===== src/rtl/sha256_msg_sched.sv =====
// SHA-256 message schedule sequencer: loads a 16-word block, then emits
// W[0..NWORDS-1] over a 16-entry circular buffer with a valid/ready handshake.
module sha256_msg_sched #(
    parameter int NWORDS = 64
) (
    input  logic        clk,
    input  logic        rst_n,
    input  logic        in_valid,
    output logic        in_ready,
    input  logic [31:0] in_word,
    output logic        out_valid,
    input  logic        out_ready,
    output logic [31:0] out_word,
    output logic [5:0]  out_idx,
    output logic        busy,
    output logic        done
);

    typedef enum logic [1:0] {
        IDLE,
        LOAD,
        EMIT,
        DONE
    } state_e;

    localparam logic [5:0] TLAST = 6'(NWORDS - 1);

    state_e      state_q;
    logic [3:0]  lc_q;
    logic [5:0]  t_q;
    logic        out_valid_q;
    logic        busy_q;
    logic        done_q;
    logic [31:0] w_q [16];

    logic [3:0]  ti;
    logic [3:0]  i2;
    logic [3:0]  i7;
    logic [3:0]  i15;
    logic [3:0]  load_idx_d;
    logic [31:0] w_new_d;
    logic        load_we;
    logic        emit_fire;

    function automatic logic [31:0] rotr(input logic [31:0] x, input int n);
        return (x >> n) | (x << (32 - n));
    endfunction

    function automatic logic [31:0] sig0(input logic [31:0] x);
        return rotr(x, 7) ^ rotr(x, 18) ^ (x >> 3);
    endfunction

    function automatic logic [31:0] sig1(input logic [31:0] x);
        return rotr(x, 17) ^ rotr(x, 19) ^ (x >> 10);
    endfunction

    // Index arithmetic is 4-bit so the circular buffer wraps for free.
    always_comb begin
        ti  = t_q[3:0];
        i2  = ti - 4'd2;
        i7  = ti - 4'd7;
        i15 = ti - 4'd15;
        w_new_d = sig1(w_q[i2]) + w_q[i7] + sig0(w_q[i15]) + w_q[ti];
    end

    assign in_ready   = (state_q == IDLE) || (state_q == LOAD);
    assign out_valid  = out_valid_q;
    assign out_idx    = t_q;
    assign busy       = busy_q;
    assign done       = done_q;
    assign out_word   = (t_q < 6'd16) ? w_q[ti] : w_new_d;
    assign load_we    = in_valid && in_ready;
    assign emit_fire  = out_valid_q && out_ready;
    assign load_idx_d = (state_q == IDLE) ? 4'd0 : lc_q;

    always_ff @(posedge clk or negedge rst_n) begin
        if (!rst_n) begin
            state_q     <= IDLE;
            lc_q        <= 4'd0;
            t_q         <= 6'd0;
            out_valid_q <= 1'b0;
            busy_q      <= 1'b0;
            done_q      <= 1'b0;
        end else begin
            done_q <= 1'b0;
            unique case (state_q)
                IDLE: begin
                    if (load_we) begin
                        lc_q    <= 4'd1;
                        busy_q  <= 1'b1;
                        state_q <= LOAD;
                    end
                end
                LOAD: begin
                    if (load_we) begin
                        lc_q <= lc_q + 4'd1;
                        if (lc_q == 4'd15) begin
                            t_q         <= 6'd0;
                            out_valid_q <= 1'b1;
                            state_q     <= EMIT;
                        end
                    end
                end
                EMIT: begin
                    if (emit_fire) begin
                        if (t_q == TLAST) begin
                            out_valid_q <= 1'b0;
                            done_q      <= 1'b1;
                            state_q     <= DONE;
                        end else begin
                            t_q <= t_q + 6'd1;
                        end
                    end
                end
                DONE: begin
                    busy_q  <= 1'b0;
                    lc_q    <= 4'd0;
                    t_q     <= 6'd0;
                    state_q <= IDLE;
                end
                default: state_q <= IDLE;
            endcase
        end
    end

    // Buffer holds data only; its contents are never reset.
    always_ff @(posedge clk) begin
        if (load_we) begin
            w_q[load_idx_d] <= in_word;
        end else if (emit_fire && (t_q >= 6'd16)) begin
            w_q[ti] <= w_new_d;
        end
    end

endmodule


===== config.mk =====
export PLATFORM = sky130hd
export DESIGN_NAME = sha256_msg_sched
export DESIGN_NICKNAME = d
export VERILOG_FILES = /design/src/rtl/sha256_msg_sched.sv
export SDC_FILE = /design/constraint.sdc
export NUM_CORES = 1
export LEC_CHECK = 0
export CORE_MARGIN = 1
export CORE_UTILIZATION = 45
export DETAILED_ROUTE_END_ITERATION = 6
export GPL_TIMING_DRIVEN = 1
export PLACE_DENSITY = 0.69
export SLEW_MARGIN = 30
export SYNTH_ARGS = -nofsm -noshare
export SYNTH_HDL_FRONTEND = slang
export SYNTH_SLANG_ARGS = --single-unit

===== constraint.sdc =====
create_clock -name clk -period 12.1 [get_ports clk]
set_input_delay 3.025 -clock clk [delete_from_list [all_inputs] [get_ports clk]]
set_output_delay 3.025 -clock clk [all_outputs]
set_load 0.005 [all_outputs]

==> results.json, run 1 <==
{
  "arrival_ps": 8690,
  "yosysWarnings": 0,
  "area_growth_pct": 11.8,
  "grt_overflow": 0,
  "io_buffer_count": 77,
  "dieArea_um2": 75400,
  "yosysUniqueCellTypes": 58,
  "post_cts_resized": 0,
  "rsz0062_at_grt": "no",
  "startpoint_type": "register",
  "postCtsHoldBufs": 0,
  "cts_tree": "yes",
  "synth_common_cells": "edfxtp_1 (512), mux4_2 (498), xnor2_1 (122)",
  "critical_path.startpoint": "out_idx[0]",
  "ys_seq_area_frac": 0.471,
  "grt_max_degree": 131,
  "ios": 78,
  "syn-cell-area_um2": 33400,
  "clockRootBuffer": "clkbuf_16",
  "ant_nets": 0,
  "fp.dieW_um": 275,
  "slew_violations": 0,
  "fp-row-count": 99,
  "cp_cell_sequence": "ha_4, buf_12, mux4_2, mux4_2, xnor2_1, xnor2_1, fa_1, inv_1, fa_1, inv_1, ha_1, inv_1, fa_1, nor2b_1, o2111ai_1, a21oi_1, o211ai_1, or3b_1, a21o_1, a21oi_1, xor2_1, o21ai_0, clkdlybuf4s50_1",
  "hpwl_um": 66600,
  "insertedDiodeCount": 0,
  "synth.most_common_cell": "edfxtp_1",
  "viasPerCell": 6.97,
  "grt_pass1_vias": 20900,
  "timing.rr.start": "out_idx[0]",
  "async_flop_share": 0.0285,
  "slowest_delay_ps": 870,
  "skew_ps": 28.4,
  "syn_area_per_cell_um2": 17.4,
  "worst_pin_slew_ps": 1040,
  "numCtsBuffers": 58,
  "cp-end-kind": "output port",
  "drc_errors": 8,
  "crit_required_ps": 9070,
  "route.vias.total": 20800,
  "slew_headroom": 0.307,
  "initial_core_util": 0.457,
  "synth_cells": 1920,
  "track_usage": 0.271,
  "ys.flop_type": "edfxtp_1",
  "wl_per_cell_um": 33.5,
  "gp_congestion": 0.946,
  "synth_edf_count": 512,
  "fmax_mhz": 85.4,
  "fin_crit_sh": 0.968,
  "setup_violations": 0,
  "synth_area_leaders": "edfxtp_1 (46%), mux4_2 (34%), fa_1 (3.7%)",
  "placedCellCount": 2884,
  "fin_util": 0.510,
  "setup_tns_ps": 0,
  "clk_latency_ps": 630,
  "postLayoutCellArea_um2": 37400,
  "htree_levels": 2,
  "violations": "design-rule violations",
  "hold_class": "register to register",
  "wirelength_um": 100000,
  "grt_antenna_before_repair": 0,
  "timing.final.crit_period_ps": 11710,
  "first_pass_iters": 7,
  "syn_nets": 2057,
  "die_y_um": 275,
  "clkTransAtPathRegs_ps": 70,
  "outcome": "finished with violations",
  "cp_max_fo": 40,
  "synthDominantCellAreaShare": 0.460,
  "cts_sinks": 527,
  "placed_cell_area_um2": 35500,
  "dr.first_iter.drc_count": 2969,
  "min_from": "out_valid",
  "maxCapViolCount": 0,
  "finalHoldViolations": 0,
  "ys_ff_latch": 527,
  "crit_type": "register to output port",
  "cts.path.max_buffers": 3,
  "synth_largest_area_cell": "edfxtp_1",
  "stdcell_count": 2987,
  "layout.nets": 2123,
  "crit_slowest_cell": "ha_4",
  "coreArea_um2": 73200,
  "post-cts-setup-buffers": 0,
  "drive_gt1_frac": 0.342,
  "grt_pass1_wl_um": 146000
}
sequential cells by signal, indices dropped and copies added, names as in the netlist:
signal / count
w_q: 512
done: 1
busy: 1
state_q: 2
out_idx: 6
lc_q: 4
out_valid: 1
cell families after synthesis:
family,Yosys count,synth area share
DFF,527,0.471
muxes,520,0.348
xor gates and xnor gates,151,0.0405
buffers and inverters,250,0.0321
adders and majority gates,101,0.0517
AOI/OAI and AO/OA,171,0.0299
and+or+nand+nor,200,0.0263
worst max-delay path, delay by kind of cell (launching register included):
| family | cells | cell delay [ps] |
|---|---|---|
| AOI/OAI and AO/OA | 6 | 1770 |
| xor gates and xnor gates | 3 | 570 |
| adders and majority gates | 5 | 2350 |
| and+or+nand+nor | 2 | 530 |
| buffers and inverters | 5 | 1120 |
| muxes | 2 | 960 |
| DFF | 1 | 710 |
final timing paths:
check                          endpoint  slack, ps  cells past startpoint
max                        out_word[27]        390                     23
min in group asynchronous    out_idx[0]       2840                      1
max in group asynchronous    out_idx[2]       8690                      1
max reg2reg                  w_q[3][21]       4080                     22
min                                done        580                      2
min reg2reg                        done        580                      2
routing by layer:
metal / vias to the layer above / GRT usage / part of all wire
met4: 0 / 0.102 / 0.039
met3: 219 / 0.0506 / 0.10
met1: 11100 / 0.367 / 0.37
met5: - / 0 / 0
li1: 8096 / - / -
met2: 1461 / 0.438 / 0.49
stage by stage:
| step | hold WS, ps | setup WS [ps] |
|---|---|---|
| final | 578 | 386 |
| after global routing | 626 | 102 |
| after CTS | 578 | 543 |
| after detailed placement | 567 | 1250 |
| after global placement | 549 | 1320 |
| after floorplan | 511 | 2890 |
area by class of cell:
cell class              instances  area (um^2)
clock buffers                  76         1540
inverters                     110          413
flip-flops and latches        527        15800
fillers                      5811        35800
repair buffers                146         1400
multi-input cells            1143        16800
clock inverters                26          226
well taps                     959         1200
cell usage in the layout (no fill, tap or decap), types with 23 or more instances in the layout:
| cell type | n |
|---|---|
| a21oi_1 | 37 |
| buf_4 | 59 |
| clkbuf_16 | 59 |
| clkdlybuf4s50_1 | 77 |
| edfxtp_1 | 512 |
| fa_1 | 62 |
| ha_1 | 37 |
| inv_1 | 110 |
| mux4_2 | 498 |
| nand2_1 | 94 |
| nor2_1 | 35 |
| o21ai_0 | 75 |
| xnor2_1 | 122 |
| xor2_1 | 23 |
Power of run 1 is not shown: default switching activity piles up to over one toggle a cycle in this logic, so the estimate is an artifact.
==> inputs of run 2 (changes only) <==
--- a/config.mk
+++ b/config.mk
@@ -8,8 +8,10 @@
 export CORE_MARGIN = 1
 export CORE_UTILIZATION = 45
 export DETAILED_ROUTE_END_ITERATION = 6
+export DONT_BUFFER_PORTS = 1
 export GPL_TIMING_DRIVEN = 1
-export PLACE_DENSITY = 0.69
+export PLACE_DENSITY = 0.68
+export SKIP_LAST_GASP = 1
 export SLEW_MARGIN = 30
 export SYNTH_ARGS = -nofsm -noshare
 export SYNTH_HDL_FRONTEND = slang
==> results.json, run 2 (synthesis results as in run 1) <==
{
  "crit_type": "register to output port",
  "first_pass_iters": 7,
  "skew_ps": 30.4,
  "numCtsBuffers": 58,
  "post-cts-setup-buffers": 0,
  "wirelength_um": 97600,
  "startpoint_type": "register",
  "setup_ws_ps": 921,
  "postLayoutCellArea_um2": 36700,
  "gp_congestion": 0.970,
  "crit_required_ps": 9070,
  "largest_reg_flops": 512,
  "cts_tree": "yes",
  "viasPerCell": 6.96,
  "fp.dieW_um": 275,
  "top_register": "w_q",
  "layout_commonest_cell": "edfxtp_1",
  "hpwl_um": 63600,
  "dr.first_iter.drc_count": 2828,
  "fin_crit_sh": 0.924,
  "grt_antenna_before_repair": 2,
  "ios": 78,
  "postCtsHoldBufs": 0,
  "timing.final.crit_period_ps": 11180,
  "fp-row-count": 99,
  "drive_gt1_frac": 0.357,
  "finalHoldViolations": 0,
  "coreArea_um2": 73200,
  "slew_violations": 0,
  "dieArea_um2": 75400,
  "holdWs_ps": 580,
  "hold_class": "register to register",
  "post_cts_resized": 0,
  "wl_per_cell_um": 33.5,
  "slowest_delay_ps": 990,
  "grt_pass1_vias": 20200,
  "multi_input_area_um2": 16800,
  "cts_sinks": 527,
  "ant_nets": 0,
  "layout.nets": 2045,
  "route.vias.total": 20300,
  "placed_cell_area_um2": 34800,
  "clkTransAtPathRegs_ps": 60,
  "critPathTopFamily": "buffers and inverters",
  "insertedDiodeCount": 0,
  "maxCapViolCount": 0,
  "clockRootBuffer": "clkbuf_16",
  "initial_core_util": 0.457,
  "arrival_ps": 8150,
  "outcome": "finished with violations",
  "grt_max_degree": 118,
  "fmax_mhz": 89.5,
  "critPathBufInv": 5,
  "rsz0062_at_grt": "no",
  "fill_cells": 5872,
  "clk_latency_ps": 630,
  "cp_cell_sequence": "buf_12, buf_4, buf_4, mux4_2, mux4_2, xnor2_1, fa_1, inv_1, ha_1, ha_1, inv_1, fa_1, nor2b_1, o2111ai_1, a21oi_1, o21ai_0, nand3b_1, a21oi_1, o311ai_0, xnor2_1, o21ai_0",
  "slew_headroom": 0.347,
  "violations": "design-rule violations",
  "htree_levels": 2,
  "worst_pin_slew_ps": 975,
  "track_usage": 0.263,
  "drc_errors": 7,
  "die_y_um": 275,
  "setup_violations": 0,
  "crit_slowest_cell": "dfrtp_4",
  "area_growth_pct": 9.92,
  "pre_cts_slack_ps": 1570,
  "final-seq-area_um2": 15800,
  "grt_pass1_wl_um": 141000,
  "grt_overflow": 0,
  "layout_common_cells": "edfxtp_1 (512), mux4_2 (498), xnor2_1 (122)",
  "io_buffer_count": 0,
  "cts.path.max_buffers": 3,
  "cp-end-kind": "output port",
  "cp_max_fo": 64,
  "setup_tns_ps": 0
}
run 2: cell count changes in the layout (fill, tap and decap cells not counted), moves of 2 or more:
cell / previous run / this run
buf_4: 59 / 57
buf_12: 7 / 11
clkbuf_1: 17 / 13
clkbuf_16: 59 / 61
bufinv_16: 3 / 5
clkinv_1: 4 / 10
clkdlybuf4s50_1: 77 / 0
clkinvlp_4: 6 / 4
run 2: layer usage:
layer  routed length (um)  vias to the layer above  part of all wire  global-route usage
li1                     -                     7926                 -                   -
met3                10800                      225              0.11              0.0637
met1                35800                    10700              0.37               0.352
met4                 3610                        4             0.037              0.0915
met2                47400                     1389              0.49               0.424
met5                   19                        -           0.00019                   0
run 2: stage by stage:
stage | instances | utilization
6_report | 2913 | 0.502
5_1_grt | 2913 | 0.502
2_1_floorplan | 1920 | -
3_3_place_gp | 2807 | 0.476
4_1_cts | 2913 | 0.501
3_5_place_dp | 2807 | 0.476
run 2: final cells by class:
type                       instances  area share
inverter                         110      0.0112
clock inverter                    32     0.00800
tap                              959      0.0327
timing repair buffer              68      0.0176
multi-input combinational       1143       0.458
clock buffer                      74      0.0429
sequential                       527       0.429
run 2: worst paths after layout:
check | slack (ps) | endpoint | start | cells after the start
setup / recovery | 920 | out_word[23] | out_idx[0] | 21
hold / removal | 580 | lc_q[1] | lc_q[1] | 2
setup reg to reg | 4130 | w_q[3][23] | out_idx[0] | 22
hold reg to reg | 580 | lc_q[1] | lc_q[1] | 2
max in group asynchronous | 9930 | out_idx[0] | rst_n | 0
min in group asynchronous | 2090 | state_q[1] | rst_n | 0
run 2: worst min-delay path, cell delays in order, from the launching register on:
cell and delay [ps]:
dfrtp_1 410, nand2_1 60, o21ai_0 70
Power of run 2 is left out for the same reason.
